### src/rtl/pacman_draw_ctrl.sv
// Pixel sequencer feeding the VGA source mux: full-screen background wipe, or
// sprite erase-at-old / draw-at-new, one registered pixel per clock.
module pacman_draw_ctrl #(
    parameter int   SCREEN_W    = 160,
    parameter int   SCREEN_H    = 120,
    parameter int   SPRITE_SIZE = 4,
    parameter logic BG_COLOUR   = 1'b0,
    parameter logic PAC_COLOUR  = 1'b1
) (
    input  logic       clock,
    input  logic       reset,
    input  logic       init_bg,
    input  logic       move_req,
    input  logic [7:0] new_x,
    input  logic [6:0] new_y,
    output logic       busy,
    output logic       done,
    output logic [2:0] mux_select,
    output logic [7:0] x_bg,
    output logic [6:0] y_bg,
    output logic       colour_bg,
    output logic [7:0] x_pacman,
    output logic [6:0] y_pacman,
    output logic       colour_pacman,
    output logic       plot
);

    localparam int CW = (SPRITE_SIZE > 1) ? $clog2(SPRITE_SIZE) : 1;

    typedef enum logic [2:0] {S_IDLE, S_BG_FILL, S_ERASE, S_DRAW, S_DONE} state_t;

    state_t        state_q;
    logic [7:0]    old_x_q, tgt_x_q, cx_q;
    logic [6:0]    old_y_q, tgt_y_q, cy_q;
    logic          have_old_q;
    logic [CW-1:0] dx_q, dy_q;

    logic       busy_q, done_q, plot_q, colour_bg_q, colour_pacman_q;
    logic [2:0] mux_select_q;
    logic [7:0] x_bg_q, x_pacman_q;
    logic [6:0] y_bg_q, y_pacman_q;

    // Sums are one bit wider so off-screen pixels can be detected and suppressed.
    logic [8:0] old_sx, tgt_sx;
    logic [7:0] old_sy, tgt_sy;
    logic       old_on, tgt_on, dx_last, dy_last;

    assign old_sx  = {1'b0, old_x_q} + 9'(dx_q);
    assign old_sy  = {1'b0, old_y_q} + 8'(dy_q);
    assign tgt_sx  = {1'b0, tgt_x_q} + 9'(dx_q);
    assign tgt_sy  = {1'b0, tgt_y_q} + 8'(dy_q);
    assign old_on  = (old_sx < 9'(SCREEN_W)) && (old_sy < 8'(SCREEN_H));
    assign tgt_on  = (tgt_sx < 9'(SCREEN_W)) && (tgt_sy < 8'(SCREEN_H));
    assign dx_last = (dx_q == CW'(SPRITE_SIZE - 1));
    assign dy_last = (dy_q == CW'(SPRITE_SIZE - 1));

    // NOTE: every register here uses <= so all updates see pre-edge values.
    always_ff @(posedge clock or posedge reset) begin
        if (reset) begin
            state_q         <= S_IDLE;
            old_x_q         <= '0;
            old_y_q         <= '0;
            tgt_x_q         <= '0;
            tgt_y_q         <= '0;
            have_old_q      <= 1'b0;
            cx_q            <= '0;
            cy_q            <= '0;
            dx_q            <= '0;
            dy_q            <= '0;
            busy_q          <= 1'b0;
            done_q          <= 1'b0;
            plot_q          <= 1'b0;
            mux_select_q    <= 3'b000;
            x_bg_q          <= '0;
            y_bg_q          <= '0;
            colour_bg_q     <= 1'b0;
            x_pacman_q      <= '0;
            y_pacman_q      <= '0;
            colour_pacman_q <= 1'b0;
        end else begin
            done_q          <= 1'b0;
            plot_q          <= 1'b0;
            mux_select_q    <= 3'b000;
            x_bg_q          <= '0;
            y_bg_q          <= '0;
            colour_bg_q     <= 1'b0;
            x_pacman_q      <= '0;
            y_pacman_q      <= '0;
            colour_pacman_q <= 1'b0;

            case (state_q)
                S_IDLE: begin
                    // busy_q still high here means the done cycle just ended.
                    if (busy_q) begin
                        busy_q <= 1'b0;
                    end else if (init_bg) begin
                        state_q    <= S_BG_FILL;
                        busy_q     <= 1'b1;
                        have_old_q <= 1'b0;
                        cx_q       <= '0;
                        cy_q       <= '0;
                    end else if (move_req) begin
                        state_q <= have_old_q ? S_ERASE : S_DRAW;
                        busy_q  <= 1'b1;
                        tgt_x_q <= new_x;
                        tgt_y_q <= new_y;
                        dx_q    <= '0;
                        dy_q    <= '0;
                    end
                end
                S_BG_FILL: begin
                    x_bg_q      <= cx_q;
                    y_bg_q      <= cy_q;
                    colour_bg_q <= BG_COLOUR;
                    plot_q      <= 1'b1;
                    if (cx_q == 8'(SCREEN_W - 1)) begin
                        cx_q <= '0;
                        if (cy_q == 7'(SCREEN_H - 1)) begin
                            cy_q    <= '0;
                            state_q <= S_DONE;
                        end else begin
                            cy_q <= cy_q + 7'd1;
                        end
                    end else begin
                        cx_q <= cx_q + 8'd1;
                    end
                end
                S_ERASE: begin
                    x_bg_q      <= old_sx[7:0];
                    y_bg_q      <= old_sy[6:0];
                    colour_bg_q <= BG_COLOUR;
                    plot_q      <= old_on;
                    if (dx_last && dy_last) state_q <= S_DRAW;
                end
                S_DRAW: begin
                    mux_select_q    <= 3'b001;
                    x_pacman_q      <= tgt_sx[7:0];
                    y_pacman_q      <= tgt_sy[6:0];
                    colour_pacman_q <= PAC_COLOUR;
                    plot_q          <= tgt_on;
                    if (dx_last && dy_last) begin
                        state_q    <= S_DONE;
                        old_x_q    <= tgt_x_q;
                        old_y_q    <= tgt_y_q;
                        have_old_q <= 1'b1;
                    end
                end
                S_DONE: begin
                    done_q  <= 1'b1;
                    state_q <= S_IDLE;
                end
                default: state_q <= S_IDLE;
            endcase

            if (state_q == S_ERASE || state_q == S_DRAW) begin
                if (dx_last) begin
                    dx_q <= '0;
                    dy_q <= dy_last ? '0 : dy_q + CW'(1);
                end else begin
                    dx_q <= dx_q + CW'(1);
                end
            end
        end
    end

    assign busy          = busy_q;
    assign done          = done_q;
    assign plot          = plot_q;
    assign mux_select    = mux_select_q;
    assign x_bg          = x_bg_q;
    assign y_bg          = y_bg_q;
    assign colour_bg     = colour_bg_q;
    assign x_pacman      = x_pacman_q;
    assign y_pacman      = y_pacman_q;
    assign colour_pacman = colour_pacman_q;

endmodule

### config.mk
export PLATFORM = sky130hd
export DESIGN_NAME = pacman_draw_ctrl
export DESIGN_NICKNAME = d
export VERILOG_FILES = /design/src/rtl/pacman_draw_ctrl.sv
export SDC_FILE = /design/constraint.sdc
export NUM_CORES = 1
export LEC_CHECK = 0
export CORE_MARGIN = 5
export CORE_UTILIZATION = 45
export DETAILED_ROUTE_END_ITERATION = 12
export GPL_TIMING_DRIVEN = 0
export PLACE_DENSITY = 0.66
export SETUP_SLACK_MARGIN = 0.3
export SYNTH_ARGS = -nofsm -noshare
export SYNTH_HDL_FRONTEND = slang
export SYNTH_SLANG_ARGS = --single-unit
### constraint.sdc
create_clock -name clock -period 3.1 [get_ports clock]
set_clock_uncertainty 0.15 [all_clocks]
set_input_delay 0.31 -clock clock [delete_from_list [all_inputs] [get_ports clock]]
set_output_delay 0.31 -clock clock [all_outputs]
set_load 0.02 [all_outputs]
==> impl_metrics.json, run 1 <==
{
  "root_buffer": "clkbuf_8",
  "numPortBuffers": 53,
  "avgSynthCellArea_sq_um": 11.7,
  "yosys.cell_types.count": 61,
  "placed_cells": 526,
  "n_antenna_cell": 0,
  "ant_nets": 0,
  "power_density_nw_per_um2": 846,
  "fmax_mhz": 400,
  "cts_inserted_buffers": 9,
  "cp-start-kind": "register",
  "cts_tree": "yes",
  "num-nets-final": 461,
  "drtPass1Iterations": 4,
  "path_class": "register to register",
  "rsz0062_at_grt": "false",
  "cts.sinks": 87,
  "crit_arrival_ns": 2.63,
  "die_w_microns": 107,
  "die_h_microns": 107,
  "antenna_found_initial": 0,
  "synth_most_common_cell": "dfrtp_1",
  "yosys_warnings": 0,
  "wl_per_cell_microns": 15.8,
  "vias": 2942,
  "yosysSeqAreaShare": 0.517,
  "cts_setup_buffers": 0,
  "fin_crit_sh": 0.806,
  "maxCapViolCount": 0,
  "path_max_fanout": 5,
  "drc": 0,
  "yosysTopAreaCell": "dfrtp_1",
  "grt_first_pass_wirelength_mm": 14.7,
  "cts_buffer_depth": 2,
  "die_area_sq_um": 11400,
  "synth_edf_count": 0,
  "drtIter0Drc": 115,
  "finalWorstSetupSlack_ns": 0.602,
  "ios": 57,
  "area_growth_pct": 21.4,
  "outcome": "finished clean",
  "avgViaCountPerCell": 5.43,
  "drive_gt1_frac": 0.181,
  "synth.top_cell.area_share": 0.517,
  "power_leakage_nw": 2.30,
  "synthCells": 359,
  "critical_path_required_ns": 3.24,
  "dp_slack_ns": 0.633,
  "fp.coreArea_sq_um": 9200,
  "ys.flop_type": "dfrtp_1",
  "stdcell_count": 542,
  "globalplace.congestion": 0.857,
  "path_clk_slew_ns": 0.09,
  "ir_drop_mv": 0.398,
  "num_rows": 35,
  "synth_seq_cells": 87,
  "worstMarginPinSlew_ns": 0.545,
  "ys_async_sr_fraction": 1.00,
  "drv_slew": 0,
  "grt_pass1_vias": 3026,
  "hold_viol_final": 0,
  "grt-ovfl-total": 0,
  "start_util": 0.458,
  "place_area_sq_um": 4920,
  "insertion_delay_ns": 0.35,
  "hold_class": "input port to async pin",
  "synth_common_cells": "dfrtp_1 (87), mux2_2 (31), nand2_1 (29)",
  "dp_hpwl_mm": 6.33,
  "grt_max_degree": 66,
  "synthTopCellsByArea": "dfrtp_1 (52%), mux2_2 (8.3%), ha_1 (3.6%), a22o_1 (3.1%), nand2_1 (2.6%)",
  "layout_min_cycle_time_ns": 2.50,
  "h-tree-depth": 3,
  "cp-end-kind": "register",
  "design_area_sq_um": 5110,
  "grt.total_usage": 0.162,
  "setup_viol": 0,
  "ctsHoldBuffers": 0,
  "cts_resized": 0,
  "max_slew_margin": 0.635,
  "netlist_area_sq_um": 4210,
  "routed_wirelength_mm": 8.55
}
==> critical path: stages (launching register included) <==
cell	delay, ns
dfrtp_1	0.45
ha_1	0.24
fa_1	0.43
or4b_2	0.68
o311ai_0	0.12
and4b_1	0.25
a311o_1	0.11
==> cell usage in the layout (no fill, tap or decap), drive strengths merged, types with 7 or more instances in the layout <==
cell type	n
clkbuf	20
dfrtp	87
nand4	7
o21ai	20
and3	7
nand3	18
mux2	31
ha	12
clkdlybuf4s50	53
nand2	30
xor2	12
xnor2	11
buf	9
a22o	16
nor2	26
==> state kept, by name (all words and copies together) (netlist names), 2 cells and up <==
name,flops
old_x_q,8
state_q,3
tgt_y_q,7
y_pacman,7
x_bg,8
dy_q,2
tgt_x_q,8
old_y_q,7
dx_q,2
x_pacman,8
cx_q,8
cy_q,7
y_bg,7
==> path summary, 6_finish.rpt <==
path | startpoint | to | slack [ns] | cells past startpoint
min | reset | y_bg[1] | 0.10 | 2
max | dx_q[0] | plot | 0.60 | 6
max reg2reg | dx_q[0] | plot | 0.60 | 6
max in group asynchronous | reset | old_y_q[5] | 2.09 | 3
min reg2reg | have_old_q | have_old_q | 0.34 | 1
min in group clock | have_old_q | have_old_q | 0.34 | 1
==> power by group <==
group	switching [mW]	leakage (nW)	internal (mW)
registers	0.344	1.16	1.48
clock network	0.395	0.0946	0.357
logic	0.896	1.04	0.854
==> through the flow <==
step                      power [mW]  hold WS (ns)  setup TNS [ns]  utilization
after detailed placement        3.61         0.316               0        0.535
after CTS                       4.38         0.107               0        0.556
after floorplan                 2.98         0.294               0            -
after global routing            4.66         0.134               0        0.556
final                           4.32         0.104               0        0.556
after global placement          3.55         0.309          -82.45        0.532
==> cell type report <==
| cell class | count | area, sq um |
|---|---|---|
| fill | 822 | 4080 |
| sequential | 87 | 2180 |
| multi-input combinational | 255 | 1910 |
| timing repair buffer | 54 | 558 |
| clock buffer | 12 | 165 |
| tap | 111 | 139 |
| buffer | 16 | 121 |
| clock inverter | 4 | 28.8 |
| inverter | 3 | 13.8 |
==> cells by family after synthesis <==
| logic type | count (synthesis) | share of synthesized area |
|---|---|---|
| AOI/OAI and AO/OA | 65 | 0.113 |
| xor gates and xnor gates | 23 | 0.0478 |
| adders and majority gates | 16 | 0.0547 |
| buffers and inverters | 19 | 0.0315 |
| DFF | 87 | 0.517 |
| muxes | 31 | 0.0829 |
| other | 1 | 0.000890 |
| and+or+nand+nor | 117 | 0.152 |
==> per-layer routing <==
metal	GRT usage	share of wire
met1	0.218	0.47
met2	0.265	0.47
met3	0.0265	0.040
met4	0.0584	0.015
met5	0	0
(Power assumes the default switching activity.)
==> run 2, diff against run 1 <==
- clock period: 3.1 -> 2.3 ns (I/O delays scaled with it)
==> run 2 against run 1 <==
Net effect:
- clock power up 53%
- final cell count up 4.1%
- global-route usage up 0.56 points
- fmax up 15%
- first-iteration DRC count down 9.6%
- critical endpoint unchanged
- via count up 4.1%
- die area unchanged
==> impl_metrics.json, run 2 (synthesis gave the netlist of run 1 again) <==
{
  "power.total_mw": 6.34,
  "cts.sinks": 87,
  "start_util": 0.458,
  "vias": 3062,
  "max_slew_margin": 0.652,
  "num_rows": 35,
  "grt.total_usage": 0.167,
  "numPortBuffers": 53,
  "cts_inserted_buffers": 9,
  "dp_hpwl_mm": 6.31,
  "die_area_sq_um": 11400,
  "num-nets-final": 483,
  "grt-ovfl-total": 0,
  "place_area_sq_um": 4940,
  "setup_viol": 0,
  "critical-path-max-stage-delay_ns": 0.51,
  "power_leakage_nw": 2.44,
  "path_cells": "ha_2, fa_2, or4b_4, o311ai_1, and4b_1, a311o_1",
  "grt_max_degree": 39,
  "routed_wirelength_mm": 9.05,
  "cts_tree": "yes",
  "critPathSlowestCell": "or4b_4",
  "ant_nets": 0,
  "design_area_sq_um": 5450,
  "power_density_nw_per_um2": 1160,
  "antenna_found_initial": 0,
  "grt_first_pass_wirelength_mm": 15.1,
  "n_antenna_cell": 0,
  "insertion_delay_ns": 0.36,
  "die_h_microns": 107,
  "drtPass1Iterations": 4,
  "ctsHoldBuffers": 0,
  "path_buf_inv": 0,
  "stdcell_count": 564,
  "placed_cells": 527,
  "die_w_microns": 107,
  "maxCapViolCount": 0,
  "crit_arrival_ns": 2.30,
  "crit_family": "simple AND/OR/NAND/NOR gates",
  "path_class": "register to register",
  "drtIter0Drc": 104,
  "final_cell_mix": "dfrtp_1 (84), clkdlybuf4s50_1 (53), mux2_2 (31)",
  "drc": 0,
  "reg2reg_slack_ns": 0.14,
  "fmax_mhz": 462,
  "root_buffer": "clkbuf_8",
  "area_growth_pct": 29.4,
  "avgViaCountPerCell": 5.43,
  "cts_buffer_depth": 2,
  "fin_crit_sh": 0.940,
  "cp-start-kind": "register",
  "worstMarginPinSlew_ns": 0.523,
  "path_max_fanout": 3,
  "cp-end-kind": "register",
  "path_clk_slew_ns": 0.09,
  "ir_drop_mv": 0.622,
  "layout_min_cycle_time_ns": 2.16,
  "drv_slew": 0,
  "grt_pass1_vias": 3110,
  "fp.coreArea_sq_um": 9200,
  "hold_class": "input port to async pin",
  "hold_viol_final": 0,
  "ios": 57,
  "globalplace.congestion": 0.869,
  "wl_per_cell_microns": 16.0,
  "rsz0062_at_grt": "true",
  "critical_path_required_ns": 2.44,
  "outcome": "finished clean",
  "drive_gt1_frac": 0.276,
  "h-tree-depth": 3,
  "final_common_cell": "dfrtp_1",
  "filler_cell_count": 764
}
-- run 2: repair_timing --
| action | 4_1_cts | 5_1_grt |
|---|---|---|
| resized for setup | 8 | 31 |
| pin swaps | 5 | 9 |
| setup buffers | 10 | 11 |
| endpoints found under the setup margin | 40 | 46 |
-- run 2: metal layers --
layer	GRT usage	up-vias	wire length [microns]
li1	-	1456	-
met1	0.227	1519	4130
met2	0.266	73	4300
met3	0.0301	14	434
met4	0.0694	0	184
met5	0	-	0
-- run 2: cell type report --
| class | instances | area (sq um) | share of cell area |
|---|---|---|---|
| sequential | 87 | 2180 | 0.400 |
| tap | 111 | 139 | 0.0255 |
| multi-input combinational | 255 | 2010 | 0.368 |
| clock buffer | 10 | 128 | 0.0234 |
| buffer | 16 | 140 | 0.0257 |
| clock inverter | 6 | 85.1 | 0.0156 |
| timing repair buffer | 76 | 753 | 0.138 |
| inverter | 3 | 15.0 | 0.00276 |
-- run 2: worst paths after layout --
check                                start    endpoint  depth (start not counted)
worst min-delay path                 reset     y_bg[3]                          2
min in group clock                new_x[3]  tgt_x_q[3]                          2
worst max-delay path               dx_q[0]        plot                          6
worst min register to register  have_old_q  have_old_q                          1
worst max register to register     dx_q[0]        plot                          6
max in group asynchronous            reset     dx_q[1]                          4
-- run 2: metrics by stage --
stage / hold slack, ns / setup slack, ns / util / TNS [ns]
2_1_floorplan: 0.230 / 0.177 / - / 0
3_3_place_gp: 0.310 / -0.0345 / 0.533 / -2.51
3_5_place_dp: 0.317 / 0.0227 / 0.537 / 0
4_1_cts: 0.0843 / 0.126 / 0.574 / 0
5_1_grt: 0.133 / 0.0493 / 0.592 / 0
6_report: 0.0804 / 0.137 / 0.592 / 0
-- run 2: report_power, final --
group / total (mW) / internal [mW] / switching (mW)
combinational: 2.73 / 1.39 / 1.34
sequential: 2.46 / 2.00 / 0.465
clock: 1.15 / 0.608 / 0.542
